$ cat config.mk
export PLATFORM = sky130hd
export DESIGN_NAME = rnd_sum_datapath_flat
export DESIGN_NICKNAME = d
export VERILOG_FILES = /design/src/rtl/rnd_sum_datapath_if.sv /design/src/rtl/rnd_sum_datapath.sv /design/src/flat_wrapper.sv
export SDC_FILE = /design/constraint.sdc
export NUM_CORES = 1
export LEC_CHECK = 0
export CORE_ASPECT_RATIO = 1.1
export CORE_MARGIN = 2
export CORE_UTILIZATION = 45
export DETAILED_ROUTE_END_ITERATION = 10
export PLACE_DENSITY = 0.67
export SLEW_MARGIN = 20
export SYNTH_ARGS = -nofsm -noshare
export SYNTH_HDL_FRONTEND = slang
export SYNTH_SLANG_ARGS = --single-unit
export TNS_END_PERCENT = 30
$ cat constraint.sdc
create_clock -name clk -period 9.6 [get_ports clk]
set_input_delay 1.92 -clock clk [delete_from_list [all_inputs] [get_ports clk]]
set_output_delay 1.92 -clock clk [all_outputs]
set_load 0.01 [all_outputs]
$ cat src/rtl/rnd_sum_datapath_if.sv
// rnd_sum_datapath_if: decoder strobes, seed operand and result handshake of the RND datapath
interface rnd_sum_datapath_if #(
  parameter int WIDTH = 16,
  parameter int CNT_W = 4
);
  logic [WIDTH-1:0] seed_in;
  logic mux_y_select;
  logic sum_y_prime_sload;
  logic final_sum_sload;
  logic result_ack;
  logic [WIDTH-1:0] y_prime_out;
  logic [WIDTH-1:0] sum_out;
  logic [WIDTH-1:0] final_sum_out;
  logic result_valid;
  logic sum_overflow;
  logic [CNT_W-1:0] round_count;
  modport master (
    output seed_in, mux_y_select, sum_y_prime_sload, final_sum_sload, result_ack,
    input y_prime_out, sum_out, final_sum_out, result_valid, sum_overflow, round_count
  );
  modport slave (
    input seed_in, mux_y_select, sum_y_prime_sload, final_sum_sload, result_ack,
    output y_prime_out, sum_out, final_sum_out, result_valid, sum_overflow, round_count
  );
endinterface

$ cat src/rtl/rnd_sum_datapath.sv
// rnd_sum_datapath: xorshift16 round iterator with running sum and handshaked final result
module rnd_sum_datapath #(
  parameter int WIDTH = 16,
  parameter logic [WIDTH-1:0] ZERO_SUB = 16'hACE1,
  parameter int CNT_W = 4
) (
  input logic clk,
  input logic reset,
  rnd_sum_datapath_if.slave bus
);
  logic [WIDTH-1:0] y_prime_q, y_prime_d, sum_q, sum_d, final_q, final_d, y_src, y_rnd;
  logic [WIDTH:0] add;
  logic ovf_q, ovf_d, valid_q, valid_d;
  logic [CNT_W-1:0] cnt_q, cnt_d;
  function automatic logic [WIDTH-1:0] round_f(input logic [WIDTH-1:0] x);
    logic [WIDTH-1:0] t;
    t = x ^ (x << 7);
    t = t ^ (t >> 9);
    return t ^ (t << 8);
  endfunction
  // Y source select, one xorshift round and next state of every register
  always_comb begin
    y_src = bus.mux_y_select ? (bus.seed_in == '0 ? ZERO_SUB : bus.seed_in) : y_prime_q;
    y_rnd = round_f(y_src);
    add = {1'b0, sum_q} + {1'b0, y_rnd};
    y_prime_d = bus.sum_y_prime_sload ? y_rnd : bus.mux_y_select ? y_src : y_prime_q;
    sum_d = bus.sum_y_prime_sload ? (bus.mux_y_select ? y_rnd : add[WIDTH-1:0]) : bus.mux_y_select ? '0 : sum_q;
    ovf_d = bus.mux_y_select ? 1'b0 : bus.sum_y_prime_sload ? (ovf_q | add[WIDTH]) : ovf_q;
    cnt_d = bus.sum_y_prime_sload ? (bus.mux_y_select ? CNT_W'(1) : cnt_q + CNT_W'(cnt_q != '1)) : bus.mux_y_select ? '0 : cnt_q;
    final_d = bus.final_sum_sload ? sum_d : final_q;
    valid_d = bus.final_sum_sload | (valid_q & ~bus.result_ack);
  end
  // State registers; reset overrides every strobe
  always_ff @(posedge clk) begin
    if (reset) begin
      y_prime_q <= '0;
      sum_q <= '0;
      final_q <= '0;
      ovf_q <= 1'b0;
      valid_q <= 1'b0;
      cnt_q <= '0;
    end else begin
      y_prime_q <= y_prime_d;
      sum_q <= sum_d;
      final_q <= final_d;
      ovf_q <= ovf_d;
      valid_q <= valid_d;
      cnt_q <= cnt_d;
    end
  end
  assign bus.y_prime_out = y_prime_q;
  assign bus.sum_out = sum_q;
  assign bus.final_sum_out = final_q;
  assign bus.result_valid = valid_q;
  assign bus.sum_overflow = ovf_q;
  assign bus.round_count = cnt_q;
endmodule

$ cat src/flat_wrapper.sv
// flat-port wrapper written by rule: the top's interface ports become plain ports
module rnd_sum_datapath_flat 
#(
  parameter int WIDTH = 16,
  parameter logic [WIDTH-1:0] ZERO_SUB = 16'hACE1,
  parameter int CNT_W = 4
)
  (clk, reset, bus_seed_in, bus_mux_y_select, bus_sum_y_prime_sload, bus_final_sum_sload, bus_result_ack, bus_y_prime_out, bus_sum_out, bus_final_sum_out, bus_result_valid, bus_sum_overflow, bus_round_count);
  rnd_sum_datapath_if #(.WIDTH(WIDTH), .CNT_W(CNT_W)) bus_i ();
  input logic clk;
  input logic reset;
  input wire logic [$bits(bus_i.seed_in)-1:0] bus_seed_in;
  input wire logic [$bits(bus_i.mux_y_select)-1:0] bus_mux_y_select;
  input wire logic [$bits(bus_i.sum_y_prime_sload)-1:0] bus_sum_y_prime_sload;
  input wire logic [$bits(bus_i.final_sum_sload)-1:0] bus_final_sum_sload;
  input wire logic [$bits(bus_i.result_ack)-1:0] bus_result_ack;
  output wire logic [$bits(bus_i.y_prime_out)-1:0] bus_y_prime_out;
  output wire logic [$bits(bus_i.sum_out)-1:0] bus_sum_out;
  output wire logic [$bits(bus_i.final_sum_out)-1:0] bus_final_sum_out;
  output wire logic [$bits(bus_i.result_valid)-1:0] bus_result_valid;
  output wire logic [$bits(bus_i.sum_overflow)-1:0] bus_sum_overflow;
  output wire logic [$bits(bus_i.round_count)-1:0] bus_round_count;
  assign bus_i.seed_in = bus_seed_in;
  assign bus_i.mux_y_select = bus_mux_y_select;
  assign bus_i.sum_y_prime_sload = bus_sum_y_prime_sload;
  assign bus_i.final_sum_sload = bus_final_sum_sload;
  assign bus_i.result_ack = bus_result_ack;
  assign bus_y_prime_out = bus_i.y_prime_out;
  assign bus_sum_out = bus_i.sum_out;
  assign bus_final_sum_out = bus_i.final_sum_out;
  assign bus_result_valid = bus_i.result_valid;
  assign bus_sum_overflow = bus_i.sum_overflow;
  assign bus_round_count = bus_i.round_count;
  rnd_sum_datapath #(.WIDTH(WIDTH), .ZERO_SUB(ZERO_SUB), .CNT_W(CNT_W)) u_core (.clk(clk), .reset(reset), .bus(bus_i));
endmodule
# Word-level counts from Yosys, hierarchy flattened
# Cells that the tools add are included.
# word_totals
latch_bits,0
memories,0
wordCells,29
reg_bits,54
input_bits,22
mem_bits_rw,0
romBits,0
# op_classes
addsub,2
n_reduce_logical,3
shifts,0
n_lt_le_gt_ge,0
div,0
bitwise,7
multipliers,0
muxes,10
n_eq_ne,1
# op_table
operator,n
2-to-1 mux 16 bit,7
XOR 16 bit,2
adder 16 x 16 -> 17 bit,1
zero test 16 bit,1
XOR 16 x 7 -> 16 bit,1
2-to-1 mux 4 bit,3
adder 4 x 1 -> 4 bit,1
"!= test 4 bit, second input constant",1
OR 1 bit,2
nonzero test 2 bit,1
OR reduction 2 bit,1
AND 1 bit,1
NOT 1 bit,1

# Longest topological paths before layout
# depth
word_depth,9
ltp_mapped,15

# Least setup slack after synthesis
# No wires, ideal clock.
# synth_path
kind,input -> register
start,in bus_seed_in[3]
end,"reg u_core.final_q[15], in the netlist u_core.bus.final_sum_out[15]"
t_arrival_ns,4.876
cell_stages,15
setup_slack_ns,4.607
t_required_ns,9.484
cell_sequence,clkbuf_2 > nor4_4 > a41o_2 > a2bb2oi_4 > xor2_2 > xnor2_1 > inv_1 > ha_1 > a21o_1 > a21o_1 > nor3_1 > a211o_1 > o22ai_2 > mux2i_1 > a41o_1
# synth_between
elab_chain_cells,9
# synth_rtl
element,line_no,text
from (decl),flat_wrapper.sv:12,input wire logic [$bits(bus_i.seed_in)-1:0] bus_seed_in;
zero test 16 bit,rnd_sum_datapath.sv:23,y_src = bus.mux_y_select ? (bus.seed_in == '0 ? ZERO_SUB : bus.seed_in) : y_prime_q;
2-to-1 mux 16 bit * (2 in series),rnd_sum_datapath.sv:23,
XOR 16 bit *,rnd_sum_datapath.sv:17,t = x ^ (x << 7);
XOR 16 x 7 -> 16 bit *,rnd_sum_datapath.sv:18,t = t ^ (t >> 9);
XOR 16 bit *,rnd_sum_datapath.sv:19,return t ^ (t << 8);
adder 16 x 16 -> 17 bit,rnd_sum_datapath.sv:25,"add = {1'b0, sum_q} + {1'b0, y_rnd};"
2-to-1 mux 16 bit * (2 in series),rnd_sum_datapath.sv:27,sum_d = bus.sum_y_prime_sload ? (bus.mux_y_select ? y_rnd : add[WIDTH-1:0]) : bus.mux_y_select ? '0 : sum_q;
to (signal assigned),rnd_sum_datapath.sv:45,final_q <= final_d;
to (decl),rnd_sum_datapath.sv:11,"logic [WIDTH-1:0] y_prime_q, y_prime_d, sum_q, sum_d, final_q, final_d, y_src, y_rnd;"
# Every way passes the cells marked *; elsewhere a longest branch is shown, timed or not.
# A chain may end at the register's enable or synchronous reset.

# Worst setup path after layout
# layout_path
start,in bus_mux_y_select
end,"reg u_core.sum_q[14], in the netlist u_core.bus.sum_out[14]"
# layout_between
elab_chain_cells,7
word_cells_on_any_way,8
cone_classes,add/sub: 1; mux: 4; bitwise: 3
# layout_rtl
element,line_no,text
from (decl),flat_wrapper.sv:13,input wire logic [$bits(bus_i.mux_y_select)-1:0] bus_mux_y_select;
2-to-1 mux 16 bit,rnd_sum_datapath.sv:23,
XOR 16 bit,rnd_sum_datapath.sv:17,
XOR 16 x 7 -> 16 bit,rnd_sum_datapath.sv:18,
XOR 16 bit,rnd_sum_datapath.sv:19,
adder 16 x 16 -> 17 bit,rnd_sum_datapath.sv:25,
2-to-1 mux 16 bit,rnd_sum_datapath.sv:27,
2-to-1 mux 16 bit *,rnd_sum_datapath.sv:27,
to (signal assigned),rnd_sum_datapath.sv:44,sum_q <= sum_d;
to (decl),rnd_sum_datapath.sv:11,
# Marks and branches as above.

==> results.yml <==
route:
  antenna_left: 0
  viasPerCell: 5.67
  drt_wl_total_um: 10200
  vias: 3551
  wl_per_cell_um: 16.3
  remaining_drc_errors: 0
  drtIter0Drc: 204
  drtPass1Iterations: 4
synth:
  yosys.area.top_type: "dfxtp_1"
  netlist.area_leader.share: 0.289
  syn_area_um2: 3740
  synth_seq_cells: 54
  ys_types: 60
  syn_area_per_cell_um2: 8.14
  synthArstFlopShare: 0
  synth_cells: 459
  synth_edf_count: 0
  ys.flop_type: "dfxtp_1"
  yosys_warnings: 0
  synthTopCellsByArea: "dfxtp_1, xnor2_1, nor2_1"
  syn-num-nets: 500
  ys_seq_area_frac: 0.289
pwr:
  p_seq_frac: 0.313
  p_leak_nw: 1.78
  clkPwrFrac: 0.154
  ir_worst_vdd_mv: 0.0792
  p_switching_mw: 0.376
  swShare: 0.417
  combPwrFrac: 0.532
  p_int_mw: 0.525
  power-per-cell-area_nw_per_um2: 195
timing:
  clock_skew_ns: 0.0137
  rsz0062_at_grt: "false"
  hold_viol_final: 0
  worst_slew_pin_slew_ns: 1.02
  timing.final.ws_setup_ns: 3.84
  maxSlewViolCount: 0
  timing.final.crit_share: 0.600
  finalSetupViolations: 0
  max_freq_mhz: 173
  relSlewSlack: 0.322
  setup-tns-final_ns: 0
  final.min_clock_period_ns: 5.76
place:
  place.gp.congestion: 0.935
  dp.cells: 618
  dp_slack_ns: 3.61
  io_buffer_count: 75
  place_area_um2: 4530
  dpl.hpwl_um: 7640
die:
  io_pins: 76
  die_x_um: 90.9
  die_height_um: 99.6
  rows: 34
  start_util: 0.467
  core-area_um2: 8000
  die_area_um2: 9050
worst_setup_path:
  crit_required_ns: 9.76
  cp_max_fo: 64
  cp_top_family: "compound AO/OA/AOI/OAI gates"
  cp-start-kind: "input port"
  worst-path-buf-inv: 4
  slowest_stage: "buf_4"
  worstPathArrival_ns: 5.93
  critPathCaptureType: "flip-flop"
  path_cells: "buf_2 > buf_4 > inv_2 > a41o_2 > o22a_1 > xnor2_1 > ha_1 > inv_1 > fa_1 > nor2b_1 > o31a_1 > a211oi_1 > o21ai_0 > a31oi_1 > mux2i_1 > a21oi_1"
  critical_path_class: "input port to flip-flop"
  cp_slowest_stage_delay_ns: 0.54
clocking:
  clock_latency_ns: 0.32
  cts_made_buffers: 5
  cts-hold-fix-buffers: 0
  cts.clk_slew.worst_paths_ns: 0.10
  htreeDepth: 2
  clk_path_buf_depth: 2
  clkSinkCount: 54
  ctsRootBufferMaster: "clkbuf_8"
  cts_setup_buffers: 0
  tritoncts: "built"
  cts-resized-gates: 0
global_routing:
  antenna_found_initial: 0
  grt_max_degree: 65
  grt_pass1_vias: 3396
  grt_pass1_wl_um: 16900
  overflow: 0
  grt_usage: 0.229
layout:
  fill_cells: 766
  design_area_um2: 4620
  instances_no_fill: 626
  fin_util: 0.578
  syn2layout_area_growth_pct: 23.8
  finalNetCount: 558
  drive_gt1_frac: 0.0579
  diodes: 0
flow_run:
  drv_cap: 0
outcome:
  status: "finished clean"
worst_hold_path:
  hold_class: "flip-flop to flip-flop"
## worst register-to-register path, cell delays in order (launching register included)
cell and delay [ns]:
dfxtp_1 0.48, xor2_1 0.25, xnor2_1 0.09, o21ai_0 0.44, ha_1 0.42, a21oi_1 0.21, o21ai_0 0.13, a211oi_1 0.50
o21ai_0 0.24, a31oi_1 0.32, mux2i_1 0.22, a21oi_1 0.08
## cells in the final DEF (no fill, tap or decap), types with 4 or more instances in the layout
cell type and count:
clkdlybuf4s50_1 73, nor2_1 63, dfxtp_1 54, a21oi_1 35, xnor2_1 34, nand2_1 27
o21ai_0 20, a211oi_1 19, ha_1 18, xor2_1 17, mux2i_1 16, inv_1 15
a22oi_1 11, nor3_1 9, a31oi_1 6, o21a_1 6, nand4_1 5, and3_1 5
a311oi_1 5, nor2b_1 5, clkbuf_8 5, nand2b_1 4, o22ai_1 4, a211o_1 4
a21o_1 4
## metrics by stage
stage | hold WS [ns] | power (mW)
finish | 0.482 | 0.901
global route | 0.510 | 0.967
CTS | 0.486 | 0.900
detailed placement | 0.469 | 0.762
global placement | 0.459 | 0.758
floorplan | 0.493 | 0.613
## sequential cells by signal, summed over array words and instances (netlist names)
| name | flops |
|---|---|
| u_core.bus.y_prime_out | 16 |
| u_core.bus.result_valid | 1 |
| u_core.bus.final_sum_out | 16 |
| u_core.bus.round_count | 4 |
| u_core.bus.sum_overflow | 1 |
| u_core.bus.sum_out | 16 |
## synth_stat cells, types with 5 or more instances
cell type / n
mux2i_1: 16
a211oi_1: 19
nor2b_1: 5
a22oi_1: 11
nand4_1: 5
o21ai_0: 20
dfxtp_1: 54
nor2_1: 63
a21oi_1: 35
nor3_1: 9
a311oi_1: 5
xnor2_1: 34
a31oi_1: 6
clkbuf_1: 19
inv_1: 15
and3_1: 5
xor2_1: 17
o21a_1: 6
ha_1: 18
buf_1: 6
nand2_1: 27
## power by group through the flow
stage | logic [mW] | registers [mW] | clock network [mW]
finish | 0.480 | 0.282 | 0.139
global route | 0.531 | 0.287 | 0.150
CTS | 0.477 | 0.282 | 0.141
detailed placement | 0.475 | 0.287 | 0
global placement | 0.471 | 0.287 | 0
floorplan | 0.319 | 0.295 | 0
## layout make-up
| type | instances | area (µm²) | area share |
|---|---|---|---|
| multi-input cells | 362 | 2490 | 0.539 |
| inverters | 16 | 60.1 | 0.0130 |
| repair buffers | 78 | 763 | 0.165 |
| clock buffers | 5 | 68.8 | 0.0149 |
| well taps | 108 | 135 | 0.0292 |
| clock inverters | 3 | 25.0 | 0.00541 |
| flip-flops and latches | 54 | 1080 | 0.234 |
## path summary, 6_finish.rpt
path / startpoint / to / slack (ns) / cells after the start
min: u_core.bus.result_valid / u_core.bus.result_valid / 0.48 / 2
min reg2reg: u_core.bus.result_valid / u_core.bus.result_valid / 0.48 / 2
max reg2reg: u_core.bus.y_prime_out[8] / u_core.bus.sum_out[14] / 6.07 / 11
max: bus_mux_y_select / u_core.bus.sum_out[14] / 3.84 / 16
## cell families after synthesis
group | after synthesis | share of synthesized area
compound gates | 137 | 0.252
simple gates | 136 | 0.177
flops | 54 | 0.289
xor+xnor | 52 | 0.124
buf+inv | 43 | 0.0439
fa+ha+maj | 19 | 0.0656
mux | 18 | 0.0489
## metal layers
metal / part of all wire / global-route usage
met1: 0.46 / 0.314
met2: 0.46 / 0.372
met3: 0.053 / 0.0273
met4: 0.027 / 0.0886
met5: 0 / 0
Power figures use the tool's default switching activity.
